<file path="src/rtl/hilo_muldiv_ctrl.sv">
// Iterative multiply/divide sequencer owning the HI/LO register pair.
// One shift-add or restoring-divide step per cycle; sign correction and HI/LO write in FIX.
module hilo_muldiv_ctrl #(
  parameter int WIDTH = 32
) (
  input  logic             clk,
  input  logic             reset,
  input  logic             start,
  input  logic [2:0]       op,
  input  logic [WIDTH-1:0] rs,
  input  logic [WIDTH-1:0] rt,
  input  logic             hiloRead,
  input  logic             flush,
  output logic [WIDTH-1:0] hi,
  output logic [WIDTH-1:0] lo,
  output logic             busy,
  output logic             stall
);

  localparam int CW = $clog2(WIDTH);

  typedef enum logic [1:0] {IDLE, RUN, FIX} state_t;

  state_t             state_q, state_d;
  logic [WIDTH-1:0]   hi_q, hi_d, lo_q, lo_d, b_q, b_d;
  logic [2*WIDTH-1:0] acc_q, acc_d;
  logic [CW-1:0]      count_q, count_d;
  logic               is_div_q, is_div_d;
  logic               res_neg_q, res_neg_d;
  logic               rem_neg_q, rem_neg_d;
  logic               div_zero_q, div_zero_d;

  logic               op_signed;
  logic [WIDTH-1:0]   a_mag, b_mag;
  logic [WIDTH:0]     mul_sum, div_shift, div_trial;
  logic [2*WIDTH-1:0] mul_next, div_next;

  assign op_signed = ~op[0];
  assign a_mag     = (op_signed && rs[WIDTH-1]) ? -rs : rs;
  assign b_mag     = (op_signed && rt[WIDTH-1]) ? -rt : rt;

  // acc holds {partial product, multiplier} or {remainder, dividend/quotient}.
  assign mul_sum   = {1'b0, acc_q[2*WIDTH-1:WIDTH]} + {1'b0, b_q};
  assign mul_next  = acc_q[0] ? {mul_sum, acc_q[WIDTH-1:1]} : {1'b0, acc_q[2*WIDTH-1:1]};
  assign div_shift = {acc_q[2*WIDTH-1:WIDTH], acc_q[WIDTH-1]};
  assign div_trial = div_shift - {1'b0, b_q};
  assign div_next  = div_trial[WIDTH] ? {div_shift[WIDTH-1:0], acc_q[WIDTH-2:0], 1'b0}
                                      : {div_trial[WIDTH-1:0], acc_q[WIDTH-2:0], 1'b1};

  always_comb begin
    // NOTE: every _d defaults to its _q first so no path through this block infers a latch.
    state_d    = state_q;
    hi_d       = hi_q;
    lo_d       = lo_q;
    b_d        = b_q;
    acc_d      = acc_q;
    count_d    = count_q;
    is_div_d   = is_div_q;
    res_neg_d  = res_neg_q;
    rem_neg_d  = rem_neg_q;
    div_zero_d = div_zero_q;
    unique case (state_q)
      IDLE: begin
        if (start && !flush) begin
          if (op == 3'd4) begin
            hi_d = rs;
          end else if (op == 3'd5) begin
            lo_d = rs;
          end else if (!op[2]) begin
            state_d    = RUN;
            is_div_d   = op[1];
            acc_d      = {{WIDTH{1'b0}}, a_mag};
            b_d        = b_mag;
            count_d    = CW'(WIDTH - 1);
            res_neg_d  = op_signed && (rs[WIDTH-1] ^ rt[WIDTH-1]);
            rem_neg_d  = op_signed && rs[WIDTH-1];
            div_zero_d = (rt == '0);
          end
        end
      end
      RUN: begin
        if (flush) begin
          state_d = IDLE;
        end else begin
          acc_d = is_div_q ? div_next : mul_next;
          if (count_q == '0) state_d = FIX;
          else               count_d = count_q - CW'(1);
        end
      end
      FIX: begin
        state_d = IDLE;
        if (!flush) begin
          if (is_div_q) begin
            lo_d = div_zero_q ? {WIDTH{1'b1}}
                 : (res_neg_q ? -acc_q[WIDTH-1:0] : acc_q[WIDTH-1:0]);
            hi_d = rem_neg_q ? -acc_q[2*WIDTH-1:WIDTH] : acc_q[2*WIDTH-1:WIDTH];
          end else begin
            {hi_d, lo_d} = res_neg_q ? -acc_q : acc_q;
          end
        end
      end
      default: state_d = IDLE;
    endcase
  end

  always_ff @(posedge clk) begin
    // NOTE: non-blocking assignments so every flop samples the pre-edge value of its peers.
    if (reset) begin
      state_q    <= IDLE;
      hi_q       <= '0;
      lo_q       <= '0;
      b_q        <= '0;
      acc_q      <= '0;
      count_q    <= '0;
      is_div_q   <= 1'b0;
      res_neg_q  <= 1'b0;
      rem_neg_q  <= 1'b0;
      div_zero_q <= 1'b0;
    end else begin
      state_q    <= state_d;
      hi_q       <= hi_d;
      lo_q       <= lo_d;
      b_q        <= b_d;
      acc_q      <= acc_d;
      count_q    <= count_d;
      is_div_q   <= is_div_d;
      res_neg_q  <= res_neg_d;
      rem_neg_q  <= rem_neg_d;
      div_zero_q <= div_zero_d;
    end
  end

  assign hi    = hi_q;
  assign lo    = lo_q;
  assign busy  = (state_q != IDLE);
  assign stall = busy & (hiloRead | start);

endmodule

</file>
<file path="config.mk">
export PLATFORM = sky130hd
export DESIGN_NAME = hilo_muldiv_ctrl
export DESIGN_NICKNAME = d
export VERILOG_FILES = /design/src/rtl/hilo_muldiv_ctrl.sv
export SDC_FILE = /design/constraint.sdc
export NUM_CORES = 1
export LEC_CHECK = 0
export CAP_MARGIN = 10
export CORE_MARGIN = 2
export CORE_UTILIZATION = 40
export DETAILED_ROUTE_END_ITERATION = 16
export MAX_ROUTING_LAYER = met4
export PLACE_DENSITY = 0.62
export SETUP_SLACK_MARGIN = 0.5
export SKIP_CTS_REPAIR_TIMING = 1
export SLEW_MARGIN = 20
export SYNTH_ARGS = -nofsm -noshare
export SYNTH_HDL_FRONTEND = slang
export SYNTH_SLANG_ARGS = --single-unit
</file>
<file path="constraint.sdc">
create_clock -name clk -period 2.95 [get_ports clk]
set_input_delay 0.59 -clock clk [delete_from_list [all_inputs] [get_ports clk]]
set_output_delay 0.59 -clock clk [all_outputs]
set_load 0.01 [all_outputs]
</file>
-- After elaboration in Yosys (flattened, before gate mapping)
Index checks and enable logic that the tools add are counted.
- equality and inequality tests: 14
- $add $sub $neg: 8
- reduce and logical (&&, ||, !) cells: 17
- mux-type cells: 40
- bitwise logic cells: 7
- operators by type and width (kind ; count):
    64-bit two-way mux ; 9
    32-bit two-way mux ; 14
    32-bit negation ; 4
    32-bit one-hot mux with 2 select lines ; 2
    64-bit one-hot mux with 2 select lines ; 1
    64-bit negation ; 1
    32-bit by 32-bit adder with 33-bit output ; 1
    33-bit by 32-bit subtractor with 33-bit output ; 1
    32-bit zero test ; 1
    5-bit two-way mux ; 6
    2-bit != test, second input constant ; 9
    5-bit AND reduction ; 3
    2-bit two-way mux ; 6
    5-bit one-hot mux with 2 select lines ; 1
    7-bit AND reduction ; 1
    3-bit equality test, second input constant ; 2
    6-bit AND reduction ; 1
    2-bit nonzero test ; 3
    5-bit zero test ; 1
    5-bit by 1-bit subtractor with 5-bit output, second input constant ; 1
    1-bit logical AND ; 4
    1-bit inverter ; 4
    2-bit one-hot mux with 2 select lines ; 1
    4-bit AND reduction ; 1
    other kinds (8) ; 8
- word-level logic and storage cells: 96
- input port bits: 72
- register bits after elaboration: 171
- output and inout port bits: 66

-- Logic depth before layout (Yosys ltp)
Gate-level depths: netlist of the first run.
- depth after elaboration: 8
- gate-level depth with buffers: 13
- gate-level depth less buffers: 11

-- Worst setup path before layout of the first run
No wires, ideal clock.
- path type: flip-flop to flip-flop
- start: register acc_q[31]
- end: register acc_q[60]
- library setup time: 117 ps
- period minus slack after synthesis: 2956 ps
- arrival: 2839 ps
- stages on the path, launching flop included: 13
- buffers on the path: 1
- slack: -6 ps
- data required time: 2833 ps
- cells stage by stage: dfxtp_1 > inv_1 > ha_1 > fa_1 > nand2b_1 > a21oi_1 > o211ai_1 > o211ai_1 > nand4_1 > nand3_1 > clkbuf_1 > o211ai_1 > a32o_1
- word-level cells in the longest chain between the ends: 5
- RTL lines (element ; line ; text):
    start: declaration ; 26 ; logic [2*WIDTH-1:0] acc_q, acc_d;
    start signal: assignment ; 113 ; acc_q <= '0;
    start signal: assignment ; 124 ; acc_q <= acc_d;
    33-bit by 32-bit subtractor with 33-bit output ; 46 ; assign div_trial = div_shift - {1'b0, b_q};
    64-bit two-way mux ; 47 ; assign div_next = div_trial[WIDTH] ? {div_shift[WIDTH-1:0], acc_q[WIDTH-2:0], 1'b0}
    64-bit two-way mux ; 85 ; acc_d = is_div_q ? div_next : mul_next;
    64-bit two-way mux ; 82 ; if (flush) begin
    64-bit one-hot mux with 2 select lines ; 62 ; unique case (state_q)
No other way between the ends. The select of a mux whose other input is x is not followed.
A chain may end at the register's enable or synchronous reset.

-- Worst setup path after layout of the first run
- start: register acc_q[47]
- end: register hi_q[24] (netlist: hi[24])
- word-level cells in the longest chain between the ends: 5
- elaborated cells on any way between the ends: 7
- those cells by class: 2 x add/sub; 5 x mux
- RTL lines (element ; line ; text):
    64-bit negation / 32-bit negation (equally long branches) ; 98, 96 ;
    64-bit two-way mux / 32-bit two-way mux (equally long branches) ; 98, 96 ;
    32-bit two-way mux * ; 93 ; if (is_div_q) begin
    32-bit two-way mux * ; 92 ; if (!flush) begin
    32-bit one-hot mux with 2 select lines * ; 62 ;
    end signal: assignment ; 121 ; hi_q <= hi_d;
    end: declaration ; 25 ; logic [WIDTH-1:0] hi_q, hi_d, lo_q, lo_d, b_q, b_d;
Mark *: on every way between the ends. The rest lies on a longest branch, timed or not. The select of a mux whose other input is x is not followed.

==> results of run 1 <==
-- layer usage --
metal  global-route usage  share of wire  vias to the layer above
met2                0.520           0.46                      835
li1                     -              -                     8138
met1                0.404           0.41                     8181
met4                0.161          0.060                        0
met5                    -              0                        -
met3               0.0501          0.077                      216
-- layout make-up --
class	instances	area, µm²	share of cell area
clock buffer	18	439	0.0204
clock inverter	14	170	0.00791
inverter	73	277	0.0129
multi-input combinational	1630	12300	0.574
sequential	171	3480	0.162
tap	468	586	0.0272
timing repair buffer	473	4220	0.196
-- registers in the layout, indices dropped and copies added (netlist names) --
name and flops:
lo 32, hi 32, b_q 32, acc_q 64
is_div_q 1, div_zero_q 1, count_q 5, state_q 2
res_neg_q 1, rem_neg_q 1
-- cells in the final DEF (no fill, tap or decap), types with 20 or more instances in the layout --
cell / instances
buf_6: 26
ha_1: 43
nand2_1: 182
o211ai_1: 36
and2_1: 21
dfxtp_1: 131
mux2i_1: 28
o21ai_1: 23
a211o_1: 20
a21o_1: 33
xor2_1: 67
o21ai_0: 66
o31ai_1: 23
xnor2_1: 70
nor2_1: 198
a21oi_2: 30
inv_1: 70
clkdlybuf4s50_1: 119
a211oi_1: 93
buf_4: 294
dfxtp_2: 37
nand3_1: 31
nor3_1: 36
a21oi_1: 163
-- power breakdown --
| group | switching (µW) | internal, µW |
|---|---|---|
| clock | 1250 | 1170 |
| sequential | 74.8 | 2380 |
| combinational | 1240 | 977 |
| total | 2560 | 4520 |
-- logic make-up (layout without fill, tap and decap cells) --
group,count (synthesis),count (layout),share of synthesized area
compound gates,711,712,0.321
fa+ha+maj,72,72,0.0618
simple gates,664,665,0.218
buf+inv,213,578,0.0580
mux,33,33,0.0227
flops,171,171,0.231
xor+xnor,148,148,0.0874
-- worst register-to-register path: cells and delay by family, from the launching register on --
kind / cells / cell delay (ps)
compound gates: 3 / 350
buf+inv: 1 / 180
flops: 1 / 340
simple gates: 5 / 1900
-- worst max path at each step --
| stage | cells past startpoint | slack, ps | endpoint | start |
|---|---|---|---|---|
| after floorplan | 13 | 320 | acc_q[60] | acc_q[31] |
| after global placement | 12 | -160 | acc_q[61] | acc_q[48] |
| after detailed placement | 10 | -150 | acc_q[28] | rs[6] |
| after CTS | 12 | -160 | acc_q[61] | acc_q[48] |
| after global routing | 12 | 10 | acc_q[33] | acc_q[32] |
| final | 9 | 40 | hi[24] | acc_q[47] |
-- per-stage QoR --
step	TNS (ps)	total power, µW	cells	worst slack (ps)	utilization
after floorplan	0	3530	2012	324	-
after global placement	-1610	4290	2769	-160	0.516
after detailed placement	-2530	4300	2769	-148	0.516
after CTS	-351	6680	2801	-162	0.533
after global routing	0	7320	2847	13.3	0.589
final	0	7080	2847	44.7	0.589
-- Yosys cell counts (5+ instances only) --
| library cell | count |
|---|---|
| a221oi_1 | 6 |
| o21a_1 | 15 |
| inv_1 | 73 |
| mux2_2 | 5 |
| clkbuf_1 | 110 |
| or4_1 | 10 |
| nor3_1 | 49 |
| nand3b_1 | 5 |
| o31ai_1 | 42 |
| o21ai_0 | 103 |
| or4_4 | 6 |
| a32o_1 | 13 |
| nand3_1 | 36 |
| nor4_1 | 21 |
| a21oi_1 | 195 |
| a31oi_1 | 30 |
| a21boi_0 | 6 |
| and2_1 | 20 |
| or3_1 | 25 |
| nand2b_1 | 19 |
| xnor2_1 | 79 |
| o21ai_1 | 7 |
| nand2_1 | 184 |
| a211oi_1 | 108 |
| o41ai_1 | 12 |
| nor2b_1 | 22 |
| mux2i_1 | 28 |
| o31a_1 | 5 |
| ha_1 | 70 |
| or2_2 | 6 |
| nor2_1 | 206 |
| buf_1 | 8 |
| o221ai_1 | 8 |
| a311oi_1 | 15 |
| o21bai_1 | 8 |
| buf_2 | 15 |
| a21o_1 | 33 |
| nand4_1 | 15 |
| and3_1 | 20 |
| xor2_1 | 69 |
| o211ai_1 | 36 |
| dfxtp_1 | 171 |
| a211o_1 | 20 |
==> impl_metrics.yaml, run 1 <==
logic_synthesis:
  syn_area_mm2: 0.0148
  synth_cell_types: 83
  synth_nets: 2156
  synth_edf_count: 0
  synth_top_area_share: 0.231
  syn_inst: 2012
  async_reset_ff_frac: 0
  syn_area_per_cell_um2: 7.37
  seq_area_frac_synth: 0.231
  ys.warnings.count: 0
  synth_area_leaders: "dfxtp_1, a21oi_1, ha_1"
  synth_top_cell_by_area: "dfxtp_1"
  synthFlopType: "dfxtp_1"
  synth_seq_cells: 171
sta:
  timing.hold.ws_ps: 369
  timing.final.crit_period_ps: 2910
  fmax_mhz: 344
  hold_violations: 0
  worst_slew_pin_slew_ps: 1110
  finalSetupViolations: 0
  rsz0062_at_grt: "true"
  period_share: 0.985
  maxSlewHeadroom: 0.261
  finalClockSkew_ps: 15.6
  slew_viol_final: 0
worst_hold_path:
  whs_path_depth: 2
  worstHoldEndpoint: "is_div_q"
  worstHoldStart: "reset"
  hp-class: "input port to flip-flop"
worst_setup_path:
  crit_family: "simple AND/OR/NAND/NOR gates"
  crit_chain: "buf_4 > or4_4 > or4_4 > or3_4 > nor3_2 > a21oi_2 > or3_1 > o2111ai_1 > a21oi_1"
  ff2ff_path_depth: 9
  endpoint_kind: "flip-flop"
  required_ps: 3280
  arrival_ps: 3240
  r2r_start: "acc_q[47]"
  crit_type: "flip-flop to flip-flop"
  r2r_setup_slack_ps: 40
  startpoint_type: "flip-flop"
  cp_slowest_stage_delay_ps: 590
  crit_buf_inv: 1
  cp_slowest_cell: "or4_4"
  reg2reg_to: "hi[24]"
  crit_path_frequent_cell: "or4_4"
  cp_max_fo: 7
route:
  wl_per_cell_um: 22.8
  dr_total_vias: 17400
  drt-total-wl_um: 65000
  drc: 0
  drt_iter0_markers: 1736
  drtAntennaViolNets: 0
  viasPerCell: 6.10
  dr.pass1.iters: 5
clock_tree:
  path_clk_slew_ps: 80
  cts_buffers: 17
  cts_buffer_depth: 2
  cts_htree_levels: 4
  cts_sinks: 171
  clk_latency_ps: 480
  cts_tree: "yes"
  cts-root-buf: "clkbuf_16"
global_route:
  grt_use_total: 0.327
  grt_max_degree: 139
  grt_pass1_wl_um: 93900
  grt_pass1_vias: 15700
  grt_overflow_total: 0
  antenna_found_initial: 0
finish:
  antenna_cells: 0
  drive_gt1_frac: 0.296
  fillerInstances: 3239
  fin_nets: 2510
  final_area_mm2: 0.0215
  syn_to_final_growth_pct: 45.1
pwr:
  powerDensity_mw_per_mm2: 329
  ir_drop_v: 0.000445
  power_leakage_uw: 0.00834
die:
  core_mm2: 0.0365
  die_area_mm2: 0.0386
  die_height_um: 197
  initial_utilization: 0.406
  num_io_pins: 138
  row_count: 70
  die_x_um: 197
placed_design:
  place.gp.congestion: 1.00
  dp_hpwl_um: 48800
  io_buffers: 137
  place_area_mm2: 0.0188
run:
  max_cap_viol_count: 0
run_status:
  status: "completed"
Note: power is estimated with default switching activity, not from simulation.
==> inputs of run 2 (changes only) <==
--- a/config.mk
+++ b/config.mk
@@ -6,13 +6,13 @@
 export NUM_CORES = 1
 export LEC_CHECK = 0
 export CAP_MARGIN = 10
-export CORE_MARGIN = 2
+export CORE_MARGIN = 3
 export CORE_UTILIZATION = 40
 export DETAILED_ROUTE_END_ITERATION = 16
-export MAX_ROUTING_LAYER = met4
 export PLACE_DENSITY = 0.62
 export SETUP_SLACK_MARGIN = 0.5
 export SKIP_CTS_REPAIR_TIMING = 1
+export SKIP_LAST_GASP = 1
 export SLEW_MARGIN = 20
 export SYNTH_ARGS = -nofsm -noshare
 export SYNTH_HDL_FRONTEND = slang
==> run 2 against run 1 <==
  * Flip-flop and latch count did not move
  * Fmax grew 0.80%
  * Utilization up 0.87 points
  * Global-route usage decreased by 2.5 points
  * Cell count down 0.60%
  * Setup slack gained 23 ps
  * Critical path depth grew 4
  * Sequential power barely moved
  * Sequential share of layout area is essentially flat
  * First-iteration DRC count down 8.1%
  * Critical path type unchanged
  * Critical endpoint is now acc_q[47]
  * Largest power group unchanged
==> impl_metrics.yaml, run 2 (same netlist as run 1, synthesis figures left out) <==
run_status:
  status: "completed"
worst_hold_path:
  worstHoldStart: "lo[30]"
  hp-class: "flip-flop to flip-flop"
sta:
  rsz0062_at_grt: "true"
  finalSetupViolations: 0
  fmax_mhz: 347
  hold_violations: 0
  layout_setup_ws_ps: 67.9
  timing.final.crit_period_ps: 2880
  slew_viol_final: 0
  finalClockSkew_ps: 9.20
  worst_slew_pin_slew_ps: 1190
  maxSlewHeadroom: 0.204
  period_share: 0.977
worst_setup_path:
  r2r_start: "b_q[0]"
  timing.critical_path.from: "b_q[0]"
  cp_max_fo: 5
  arrival_ps: 3220
  crit_type: "flip-flop to flip-flop"
  r2r_setup_slack_ps: 70
  cp_slowest_cell: "fa_2"
  cp_slowest_stage_delay_ps: 340
  required_ps: 3290
  endpoint_kind: "flip-flop"
  startpoint_type: "flip-flop"
  crit_chain: "buf_6 > ha_4 > fa_2 > nand2b_4 > a21oi_4 > o211ai_1 > o2111a_2 > o21a_4 > buf_12 > buf_4 > nor4_4 > o21ai_1 > a32o_1"
finish:
  syn_to_final_growth_pct: 45.5
  drive_gt1_frac: 0.293
  regMostFlops: "acc_q"
  largest_reg_flops: 64
  final_cell_mix: "buf_4, nor2_1, nand2_1, a21oi_1, dfxtp_1"
  fin_nets: 2499
  final_common_cell: "buf_4"
run:
  max_cap_viol_count: 0
pwr:
  total_power_uw: 6970
  power_leakage_uw: 0.00828
  ir_drop_v: 0.000419
  powerDensity_mw_per_mm2: 323
global_route:
  grt_busiest_layer: "met2"
  grt_use_total: 0.302
  grtUsageMet3: 0.0386
  met2_usage: 0.481
  grt_max_degree: 70
  antenna_found_initial: 1
  grt_pass1_vias: 15800
  grt_overflow_total: 0
  grt_pass1_wl_um: 92500
  grt.met1_usage: 0.402
clock_tree:
  path_clk_slew_ps: 70
  cts_buffer_depth: 2
  cts_sinks: 171
  clk_latency_ps: 460
  cts_tree: "yes"
  cts-root-buf: "clkbuf_16"
  cts_buffers: 17
  cts_htree_levels: 4
route:
  wl_per_cell_um: 23.1
  drt-total-wl_um: 65500
  dr.pass1.iters: 7
  drtAntennaViolNets: 0
  drc: 0
  drt_iter0_markers: 1595
  viasPerCell: 6.24
  dr_total_vias: 17700
die:
  num_io_pins: 138
  initial_utilization: 0.411
  row_count: 69
  die_area_mm2: 0.0394
  core_mm2: 0.0361
  die_height_um: 199
  die_x_um: 199
placed_design:
  dp_hpwl_um: 47500
  io_buffers: 137
  place.gp.congestion: 0.980
  place_ws_ps: -220
## run 2: report_power, final
group          leakage [µW]  internal [µW]  switching, µW  total [µW]
Combinational       0.00660            973           1250        2220
Sequential          0.00141           2380           76.1        2450
Clock              0.000274           1220           1080        2290
Total               0.00828           4570           2400        6970
## run 2: path summary, 6_finish.rpt
| path | to | depth (start not counted) |
|---|---|---|
| setup / recovery | acc_q[47] | 13 |
| hold / removal | lo[30] | 2 |
| setup reg to reg | acc_q[47] | 13 |
| hold reg to reg | lo[30] | 2 |
## run 2: metal layers
layer / share of wire / up-vias
met5: 0 / -
met4: 0.066 / 0
met3: 0.081 / 240
met2: 0.45 / 909
met1: 0.41 / 8381
li1: - / 8142
## run 2: per-stage QoR
step                      cell area, µm²   util  hold slack, ps  TNS [ps]  instances
after CTS                          19200  0.532             456      -471       2767
after detailed placement           18600  0.516             447     -3400       2735
after global routing               21600  0.598             480     -12.7       2829
after global placement             18600  0.516             443     -2300       2735
final                              21600  0.598             455         0       2830
after floorplan                    15200      -             427         0       2012
## run 2: area by class of cell
class | instances | area, µm²
clock buffers | 20 | 457
inverters | 73 | 274
flip-flops and latches | 171 | 3480
well taps | 461 | 577
clock inverters | 12 | 111
fillers | 3188 | 14500
repair buffers | 462 | 4160
multi-input cells | 1630 | 12500
diodes | 1 | 2.50
## run 2: worst max-delay path, delay by kind of cell, from the launching register on
| family | cells | cell delay, ps |
|---|---|---|
| flops | 1 | 330 |
| compound gates | 6 | 1220 |
| fa+ha+maj | 2 | 490 |
| simple gates | 2 | 320 |
| buf+inv | 3 | 410 |
==> inputs of run 3 (changes only) <==
--- a/config.mk
+++ b/config.mk
@@ -8,6 +8,7 @@
 export CAP_MARGIN = 10
 export CORE_MARGIN = 3
 export CORE_UTILIZATION = 40
+export CTS_CLUSTER_SIZE = 20
 export DETAILED_ROUTE_END_ITERATION = 16
 export PLACE_DENSITY = 0.62
 export SETUP_SLACK_MARGIN = 0.5
==> results of run 3 <==
Final layout, timing and power as in run 2 (identical DEF).
